File: src/rtl/sd_pkg.sv
// Shared definitions for the SD block responder: block geometry and FSM states.
package sd_pkg;

  localparam int BLK_BYTES = 512;
  localparam int IDX_W     = 9;
  localparam logic [IDX_W-1:0] IDX_LAST = IDX_W'(BLK_BYTES - 1);

  typedef enum logic [3:0] {
    IDLE,
    ACCEPT,
    RD_REQ,
    RD_PUT,
    WR_ADDR,
    WR_CAP,
    WR_REQ,
    DONE,
    GAP_WAIT
  } sd_state_t;

endpackage

File: src/rtl/sd_block_responder.sv
// SD block responder: moves one 512-byte block per request between the core's
// sector buffer and a byte-wide backing memory, one byte per memory handshake.
module sd_block_responder
  import sd_pkg::*;
#(
  parameter int ADDR_W = 24,
  parameter int GAP    = 2
) (
  input  logic              clk_sys,
  input  logic              nRESET,
  input  logic [31:0]       sd_lba,
  input  logic              sd_rd,
  input  logic              sd_wr,
  output logic              sd_ack,
  output logic [8:0]        sd_buff_addr,
  output logic [7:0]        sd_buff_dout,
  output logic              sd_buff_wr,
  input  logic [7:0]        sd_buff_din,
  output logic [ADDR_W-1:0] mem_addr,
  output logic              mem_rd,
  output logic              mem_wr,
  output logic [7:0]        mem_wdata,
  input  logic [7:0]        mem_rdata,
  input  logic              mem_ready
);

  localparam logic [15:0] GAP_L = 16'(GAP);

  sd_state_t        state, state_nxt;
  logic [IDX_W-1:0] idx;
  logic [31:0]      lba_q;
  logic             dir_rd;
  logic [15:0]      gap_cnt;
  logic             req;
  logic             last_byte;
  logic             gap_done;

  assign req       = sd_rd | sd_wr;
  assign last_byte = (idx == IDX_LAST);
  // GAP_WAIT always lasts at least one cycle, so GAP=0 still yields a gap.
  assign gap_done  = ((gap_cnt + 16'd1) >= GAP_L);

  // State register
  always_ff @(posedge clk_sys or negedge nRESET) begin
    if (!nRESET) state <= IDLE;
    else         state <= state_nxt;
  end

  // Next-state logic; requests are only looked at in IDLE
  always_comb begin
    state_nxt = state;
    case (state)
      IDLE:     if (req) state_nxt = ACCEPT;
      ACCEPT:   state_nxt = dir_rd ? RD_REQ : WR_ADDR;
      RD_REQ:   if (mem_ready) state_nxt = RD_PUT;
      RD_PUT:   state_nxt = last_byte ? DONE : RD_REQ;
      WR_ADDR:  state_nxt = WR_CAP;
      WR_CAP:   state_nxt = WR_REQ;
      WR_REQ:   if (mem_ready) state_nxt = last_byte ? DONE : WR_ADDR;
      DONE:     state_nxt = GAP_WAIT;
      GAP_WAIT: if (gap_done) state_nxt = IDLE;
      default:  state_nxt = IDLE;
    endcase
  end

  // Registered datapath: request latch, byte index, data holding, ack, gap timer
  always_ff @(posedge clk_sys or negedge nRESET) begin
    if (!nRESET) begin
      lba_q        <= '0;
      dir_rd       <= 1'b0;
      idx          <= '0;
      sd_ack       <= 1'b0;
      sd_buff_dout <= '0;
      mem_wdata    <= '0;
      gap_cnt      <= '0;
    end else begin
      case (state)
        IDLE: if (req) begin
          lba_q  <= sd_lba;
          dir_rd <= sd_rd;   // read wins when both are raised together
          idx    <= '0;
        end
        ACCEPT:   sd_ack <= 1'b1;
        RD_REQ:   if (mem_ready) sd_buff_dout <= mem_rdata;
        RD_PUT:   if (!last_byte) idx <= idx + 1'b1;
        WR_CAP:   mem_wdata <= sd_buff_din;  // core data lags the address by one cycle
        WR_REQ:   if (mem_ready && !last_byte) idx <= idx + 1'b1;
        DONE: begin
          sd_ack  <= 1'b0;
          gap_cnt <= '0;
        end
        GAP_WAIT: gap_cnt <= gap_cnt + 16'd1;
        default: ;
      endcase
    end
  end

  // Moore outputs; mem_rd and mem_wr come from distinct states so never overlap
  always_comb begin
    mem_rd       = (state == RD_REQ);
    mem_wr       = (state == WR_REQ);
    sd_buff_wr   = (state == RD_PUT);
    sd_buff_addr = idx;
    mem_addr     = ADDR_W'({lba_q, 9'b0} + 41'(idx));
  end

endmodule
File: config.mk
export PLATFORM = sky130hd
export DESIGN_NAME = sd_block_responder
export DESIGN_NICKNAME = d
export VERILOG_FILES = /design/src/rtl/sd_pkg.sv /design/src/rtl/sd_block_responder.sv
export SDC_FILE = /design/constraint.sdc
export NUM_CORES = 1
export LEC_CHECK = 0
export BUFFER_PORTS_ARGS = -buffer_cell sky130_fd_sc_hd__buf_2
export CAP_MARGIN = 20
export CELL_PAD_IN_SITES_DETAIL_PLACEMENT = 1
export CELL_PAD_IN_SITES_GLOBAL_PLACEMENT = 1
export CORE_MARGIN = 10
export CORE_UTILIZATION = 34
export CTS_CLUSTER_DIAMETER = 200
export DETAILED_ROUTE_END_ITERATION = 7
export HOLD_SLACK_MARGIN = 0.15
export MAX_ROUTING_LAYER = met4
export PLACE_DENSITY = 0.74
export SLEW_MARGIN = 10
export SYNTH_ARGS = -nofsm -noshare
export SYNTH_HDL_FRONTEND = slang
export SYNTH_SLANG_ARGS = --single-unit
File: constraint.sdc
create_clock -name clk_sys -period 2.42 [get_ports clk_sys]
set_clock_uncertainty 0.2 [all_clocks]
set_input_delay 0.484 -clock clk_sys [delete_from_list [all_inputs] [get_ports clk_sys]]
set_output_delay 0.484 -clock clk_sys [all_outputs]
set_load 0.01 [all_outputs]
==> results by group, run 1 <==
Status
  • Status: finished, final reports clean

Setup path
  • Flop-to-flop setup slack: 0.03 ns
  • Startpoint Class: flip-flop
  • Reg2Reg Launch Point: sd_buff_addr[2]$_DFFE_PN0P_
  • Worst EP arrival: 2.40 ns
  • Crit path kind: reg2reg
  • Worst Setup End Kind: flip-flop
  • CP Max Fanout: 5
  • Reg2Reg Depth: 10
  • Worst EP required: 2.43 ns
  • R2R Path End: sd_buff_addr[6]$_DFFE_PN0P_

Synth
  • Yosys warns: 0
  • Post-synthesis mux area share: 10.88%
  • Number of synthesized flops with an enable pin: 0
  • Post-synth top area share: 48.34%
  • Top FF cell, synth: dfrtp_1
  • Post-Synth Simple-Gate Area: 17.93%
  • Leading cell types by total area after synthesis: dfrtp_1 48%, mux2_2 11%, o21ai_0 5.0%
  • Synth Register Bits: 62
  • Syn Nets: 369
  • Most instantiated cells after synthesis: 62 x dfrtp_1, 32 x o21ai_0, 31 x mux2_2
  • Compound-Gate Fraction of Synth Area: 13.76%
  • Synth async-reset ratio: 100.0%
  • Adder-Cell Fraction of Synth Area: 1.559%
  • Cell Area, Synth: 3209 um2
  • Post-synthesis xor/xnor area fraction: 1.910%
  • Syn avg cell area: 10.29 um2
  • Top-count cell post-synth: dfrtp_1
  • Post-synth cell types: 49
  • Register area share after synthesis: 48.34%
  • Mapped Cells: 312
  • Largest family of logic cells by synthesized area: simple AND/OR/NAND/NOR gates
  • Yosys top cell by area: dfrtp_1

Drt
  • Initial DRC count: 96
  • ANT nets after route: 0
  • Drt total wl: 8870 um
  • Pre-antenna DRT Iters: 4
  • Residual DRC count: 0
  • Drt wl/cell: 16.99 um
  • Vias: 2750
  • Drt via density: 5.268

Worst hold path
  • Hold-critical path depth: 2
  • Hold Crit Class: in2reg
  • Hold EP: sd_buff_dout[4]$_DFFE_PN0P_
  • Min-delay src: mem_rdata[4]

GRT
  • Met2 usage: 23.50%
  • Total grt overflow: 0
  • Pin count of the biggest net entering global routing: 63
  • Met1 Usage GRT: 15.10%
  • Total track usage: 13.57%
  • Vias in the first global route: 2934
  • Antenna violations before repair: 0
  • First-pass GRT wire length: 14460 um
  • M3 GR Usage: 3.823%
  • Grt peak-use layer: met2

STA
  • Fin. max-slew vios: 0
  • RSZ-0062 raised after global routing: true
  • # setup viols final: 0
  • Slew HR: 65.53%
  • Hold Vio Cnt, Final: 0
  • Fin crit period: 2.388 ns
  • Final worst path period share: 98.66%
  • Worst-Margin Slew: 0.5131 ns
  • Peak Freq: 0.4188 GHz
  • Post-Route Setup TNS: 0 ns
  • Hold_ws: 0.1759 ns

Final layout
  • Final Cell Area: 4054 um2
  • N_diodes: 0
  • Nets@finish: 465
  • Layout overhead on the synthesized area: 26.32%
  • Non-Filler Instances: 522
  • Fraction of layout cells with a size suffix above 1: 43.55%

Floorplanning
  • Die W: 117.2 um
  • Std cell rows: 35
  • Die H: 117.2 um
  • I/O pin count: 106
  • Die area: 13730 um2
  • Initial core utilization: 34.90%
  • Core ar.: 9196 um2

Placement
  • Cell area after placement: 3802 um2
  • Inst Count DP: 505
  • IO Port Bufs: 88
  • GPL Wtd Cong: 0.7788
  • Post-detail-place hpwl: 6471 um

Clock tree
  • Clk root buf: clkbuf_8
  • Worst-path clk slew: 0.07 ns
  • Clk buf depth: 2
  • Clock sinks: 62
  • CTS tree: done
  • Cts bufs inserted: 9
  • Later-pin clock latency in the skew report: 0.34 ns
  • Htree depth: 3

Power and ir drop
  • Pwr dens: 1018 nW/um2
  • Static leakage: 1.899 nW
  • Worst vdd ir: 0.0004756 V

Run
  • Max-Cap Viols: 0
==> placed cells by master, fill, tap and decap left out, types with 2 or more instances in the layout <==
cell       count
a211oi_1       2
a21o_1         2
a21oi_1        6
a22o_1         2
a31oi_1        6
and3_1         3
buf_2         88
buf_4         21
clkbuf_8       9
clkinv_2       3
dfrtp_1       59
dfrtp_2        3
ha_1           2
inv_1          4
mux2_2        31
nand2_1       24
nand2b_1       4
nand3_1        7
nand3b_1       2
nand4_1        6
nor2_1        24
nor3_1         9
nor3b_1        3
nor3b_2        2
nor4_1         2
o2111ai_1      4
o211ai_1       3
o21ai_0       31
o22ai_1        3
o31ai_1        3
or2_2          4
or3_1          4
xor2_1         6
==> metrics by stage <==
step	power [mW]	setup slack [ns]	util, %
4_1_cts	4.153	-0.007604	43.37
6_report	4.126	0.03245	44.08
2_1_floorplan	2.629	-0.01278	-
5_1_grt	4.441	-0.08180	44.08
3_5_place_dp	3.279	-0.01057	41.35
3_3_place_gp	3.191	0.04270	41.35
==> repair_timing <==
action,CTS,global route
resized for setup,0,12
pin swaps,0,7
endpoints found under the setup margin,2,11
hold endpoints to repair,62,0
buffers inserted,0,2
hold buffers,1,0
==> how the worst max path moves through the flow <==
stage                                      from                     endpoint  cells after the start
floorplan           sd_buff_addr[5]$_DFFE_PN0P_  sd_buff_addr[4]$_DFFE_PN0P_                      9
detailed placement  sd_buff_addr[5]$_DFFE_PN0P_  sd_buff_addr[0]$_DFFE_PN0P_                      9
CTS                 sd_buff_addr[5]$_DFFE_PN0P_  sd_buff_addr[4]$_DFFE_PN0P_                      9
global route        sd_buff_addr[2]$_DFFE_PN0P_  sd_buff_addr[5]$_DFFE_PN0P_                     10
global placement    sd_buff_addr[5]$_DFFE_PN0P_  sd_buff_addr[4]$_DFFE_PN0P_                      9
finish              sd_buff_addr[2]$_DFFE_PN0P_  sd_buff_addr[6]$_DFFE_PN0P_                     10
==> logic make-up (layout without fill, tap and decap cells) <==
logic type	Yosys count	count (layout)
AOI/OAI and AO/OA	70	70
buffers and inverters	31	130
DFF	62	62
and+or+nand+nor	107	107
adders and majority gates	4	4
muxes	31	31
xor gates and xnor gates	7	7
==> metal layers <==
metal	part of all wire, %	vias to the layer above
met5	0	-
met2	52	56
met1	42	1375
met4	0.70	0
met3	5.1	8
li1	-	1311
==> flip-flops by register name, indices dropped and copies added, names as in the netlist <==
register,flops
sd_buff_addr,9
state,4
gap_cnt,16
sd_ack,1
mem_wdata,8
dir_rd,1
sd_buff_dout,8
lba_q,15
==> layout make-up <==
class | instances | area [um2]
Fill cell | 1073 | 5142
Multi-Input combinational cell | 219 | 1529
Tap cell | 111 | 138.9
Sequential cell | 62 | 1555
Timing Repair Buffer | 112 | 639.4
Clock inverter | 5 | 52.55
Clock buffer | 9 | 123.9
Inverter | 4 | 15.01
==> critical path, cell delays in order, from the launching register on <==
cell and delay, ns:
dfrtp_2 0.40, and4_4 0.19, and2_4 0.16, and3_4 0.17
ha_4 0.17, nand4b_1 0.18, a21oi_2 0.22, buf_6 0.14
o2111ai_4 0.11, xor2_1 0.23, nor2_1 0.09
==> power by group <==
group          switching, mW  leakage [nW]  internal, mW
Combinational          0.828          1.02         0.815
Sequential             0.247         0.783          1.38
Clock                  0.396        0.0907         0.458
(Power assumes the default switching activity.)
==> inputs of run 2 (changes only) <==
Settings changed: CORE_UTILIZATION 34 to 38, PLACE_DENSITY 0.74 to 0.79.
Clock period 2.42 ns to 2.6 ns, I/O delays scaled along.
==> results by group, run 2 (synthesized netlist as in run 1, its figures left out) <==
Final layout
  • Layout overhead on the synthesized area: 23.66% (was 26.32%)
  • Non-Filler Instances: 512 (was 522)
  • Area of the multi-input gates: 1499 um2 (was 1529 um2)
  • N_diodes: 0 (unchanged)
  • Largest register FFs: 16 (unchanged)
  • Most frequent cells in the layout: 88 x buf_2, 62 x dfrtp_1, 31 x mux2_2, 31 x o21ai_0 (was 88 x buf_2, 59 x dfrtp_1, 31 x mux2_2, 31 x o21ai_0)
  • Final Cell Area: 3969 um2 (was 4054 um2)
  • Final Core Density: 48.30% (was 44.08%)
  • Nets@finish: 460 (was 465)
  • Register area: 1551 um2 (was 1555 um2)
  • Fillcell total: 973 (was 1073)
  • Fraction of layout cells with a size suffix above 1: 41.03% (was 43.55%)
  • Commonest non-fill, non-tap cell in the layout: buf_2 (unchanged)
  • Biggest register: gap_cnt (unchanged)

Setup path
  • Worst EP required: 2.67 ns (was 2.43 ns)
  • Crit path kind: reg2reg (unchanged)
  • Worst Setup End Kind: flip-flop (unchanged)
  • R2R Path End: sd_buff_addr[4]$_DFFE_PN0P_ (was sd_buff_addr[6]$_DFFE_PN0P_)
  • Worst EP arrival: 2.56 ns (was 2.40 ns)
  • Critical Path Max Stage Delay: 0.45 ns (was 0.40 ns)
  • CP max stage cell: or3_1 (was dfrtp_2)
  • Startpoint Class: flip-flop (unchanged)
  • Worst Path Buf+Inv: 0 (was 1)
  • Crit-path cells: and4_1 > and2_1 > and3_4 > ha_4 > nor3_1 > o211ai_1 > or3_1 > a21oi_2 (was and4_4 > and2_4 > and3_4 > ha_4 > nand4b_1 > a21oi_2 > buf_6 > o2111ai_4 > xor2_1 > nor2_1)
  • CP Max Fanout: 5 (unchanged)
  • Largest delay contributor family on the critical path: simple AND/OR/NAND/NOR gates (unchanged)
  • Reg2Reg Depth: 8 (was 10)
  • Reg2Reg Launch Point: sd_buff_addr[2]$_DFFE_PN0P_ (unchanged)
  • Flop-to-flop setup slack: 0.12 ns (was 0.03 ns)

STA
  • Worst setup margin: 0.1166 ns (was 0.03245 ns)
  • Fin crit period: 2.483 ns (was 2.388 ns)
  • Post-Route Setup TNS: 0 ns (unchanged)
  • RSZ-0062 raised after global routing: false (was true)
  • Hold_ws: 0.2056 ns (was 0.1759 ns)
  • Peak Freq: 0.4027 GHz (was 0.4188 GHz)
  • # setup viols final: 0 (unchanged)
  • Fin. max-slew vios: 0 (unchanged)
  • Hold Vio Cnt, Final: 0 (unchanged)
  • Slew HR: 57.33% (was 65.53%)
  • Worst-Margin Slew: 0.6401 ns (was 0.5131 ns)
  • Final worst path period share: 95.51% (was 98.66%)

Run
  • Max-Cap Viols: 0 (unchanged)

Drt
  • Drt wl/cell: 17.46 um (was 16.99 um)
  • Initial DRC count: 93 (was 96)
  • ANT nets after route: 0 (unchanged)
  • Residual DRC count: 0 (unchanged)
  • Drt via density: 5.387 (was 5.268)
  • Drt total wl: 8942 um (was 8870 um)
  • Pre-antenna DRT Iters: 4 (unchanged)
  • Vias: 2758 (was 2750)

Power and ir drop
  • Static leakage: 1.876 nW (was 1.899 nW)
  • Worst vdd ir: 0.0004939 V (was 0.0004756 V)
  • Tot Pwr: 3.777 mW (was 4.126 mW)
  • Pwr dens: 951.8 nW/um2 (was 1018 nW/um2)

Placement
  • IO Port Bufs: 88 (unchanged)
  • Inst Count DP: 494 (was 505)
  • Cell area after placement: 3749 um2 (was 3802 um2)
  • GPL Wtd Cong: 0.7582 (was 0.7788)
  • Post-detail-place hpwl: 6666 um (was 6471 um)
  • DP Worst Slack: 0.06297 ns (was -0.01057 ns)

Worst hold path
  • Hold Crit Class: in2reg (unchanged)
  • Hold-critical path depth: 2 (unchanged)
  • Hold EP: lba_q[14]$_DFFE_PN0P_ (was sd_buff_dout[4]$_DFFE_PN0P_)
  • Min-delay src: sd_lba[14] (was mem_rdata[4])

Floorplanning
  • Die area: 12520 um2 (was 13730 um2)
  • I/O pin count: 106 (unchanged)
  • Die H: 111.9 um (was 117.2 um)
  • Std cell rows: 33 (was 35)
  • Core ar.: 8217 um2 (was 9196 um2)
  • Die W: 111.9 um (was 117.2 um)
  • Initial core utilization: 39.06% (was 34.90%)

GRT
  • Vias in the first global route: 2978 (was 2934)
  • Pin count of the biggest net entering global routing: 42 (was 63)
  • First-pass GRT wire length: 14930 um (was 14460 um)
  • Antenna violations before repair: 0 (unchanged)
  • Total track usage: 14.66% (was 13.57%)
  • Total grt overflow: 0 (unchanged)

Clock tree
  • CTS tree: done (unchanged)
  • Htree depth: 3 (unchanged)
  • Clk buf depth: 2 (unchanged)
  • Worst-path clk slew: 0.07 ns (about the same)
  • Cts bufs inserted: 9 (unchanged)
  • Later-pin clock latency in the skew report: 0.34 ns (about the same)
  • Clk root buf: clkbuf_8 (unchanged)
  • Clock sinks: 62 (unchanged)

Status
  • Status: finished, final reports clean (unchanged)
run 2: cell count changes in the layout (fill, tap and decap cells not counted), sizes merged:
cell and delta:
buf -5, bufinv -1, clkbuf +2
run 2: layout make-up:
cell class                      count  area share [%]
Sequential cell                    62           39.09
Multi-Input combinational cell    219           37.77
Timing Repair Buffer              107           15.07
Clock buffer                       11           3.815
Tap cell                          105           3.310
Clock inverter                      4          0.5675
Inverter                            4          0.3783
run 2: timing repair:
item	in CTS	in global routing
endpoints found under the setup margin	0	9
hold buffers	1	0
endpoints found under the hold margin	21	0
resized for setup	0	5
setup buffers	0	2
run 2: power breakdown:
| group | leakage, nW | total [mW] | switching [mW] | internal (mW) |
|---|---|---|---|---|
| sequential | 0.787 | 1.48 | 0.196 | 1.28 |
| clock | 0.0910 | 0.767 | 0.379 | 0.387 |
| combinational | 0.998 | 1.53 | 0.796 | 0.735 |
| total | 1.88 | 3.78 | 1.37 | 2.41 |
run 2: worst max-delay path by stage:
stage / start / end / slack, ns / depth (start not counted)
6_report: sd_buff_addr[2]$_DFFE_PN0P_ / sd_buff_addr[4]$_DFFE_PN0P_ / 0.12 / 8
5_1_grt: sd_buff_addr[2]$_DFFE_PN0P_ / sd_buff_addr[4]$_DFFE_PN0P_ / 0.001 / 9
4_1_cts: sd_buff_addr[5]$_DFFE_PN0P_ / sd_buff_addr[4]$_DFFE_PN0P_ / 0.02 / 10
3_5_place_dp: sd_buff_addr[5]$_DFFE_PN0P_ / sd_buff_addr[4]$_DFFE_PN0P_ / 0.06 / 10
3_3_place_gp: sd_buff_addr[2]$_DFFE_PN0P_ / sd_buff_addr[4]$_DFFE_PN0P_ / 0.15 / 9
2_1_floorplan: sd_buff_addr[2]$_DFFE_PN0P_ / sd_buff_addr[4]$_DFFE_PN0P_ / 0.06 / 8
run 2: layer usage:
metal	global-route usage, %	routed length, um	vias to the layer above	part of all wire (%)
met1	15.57	3720	1372	42
li1	-	-	1300	-
met2	25.56	4593	72	51
met5	-	0	-	0
met3	4.133	472	14	5.3
met4	4.970	155	0	1.7
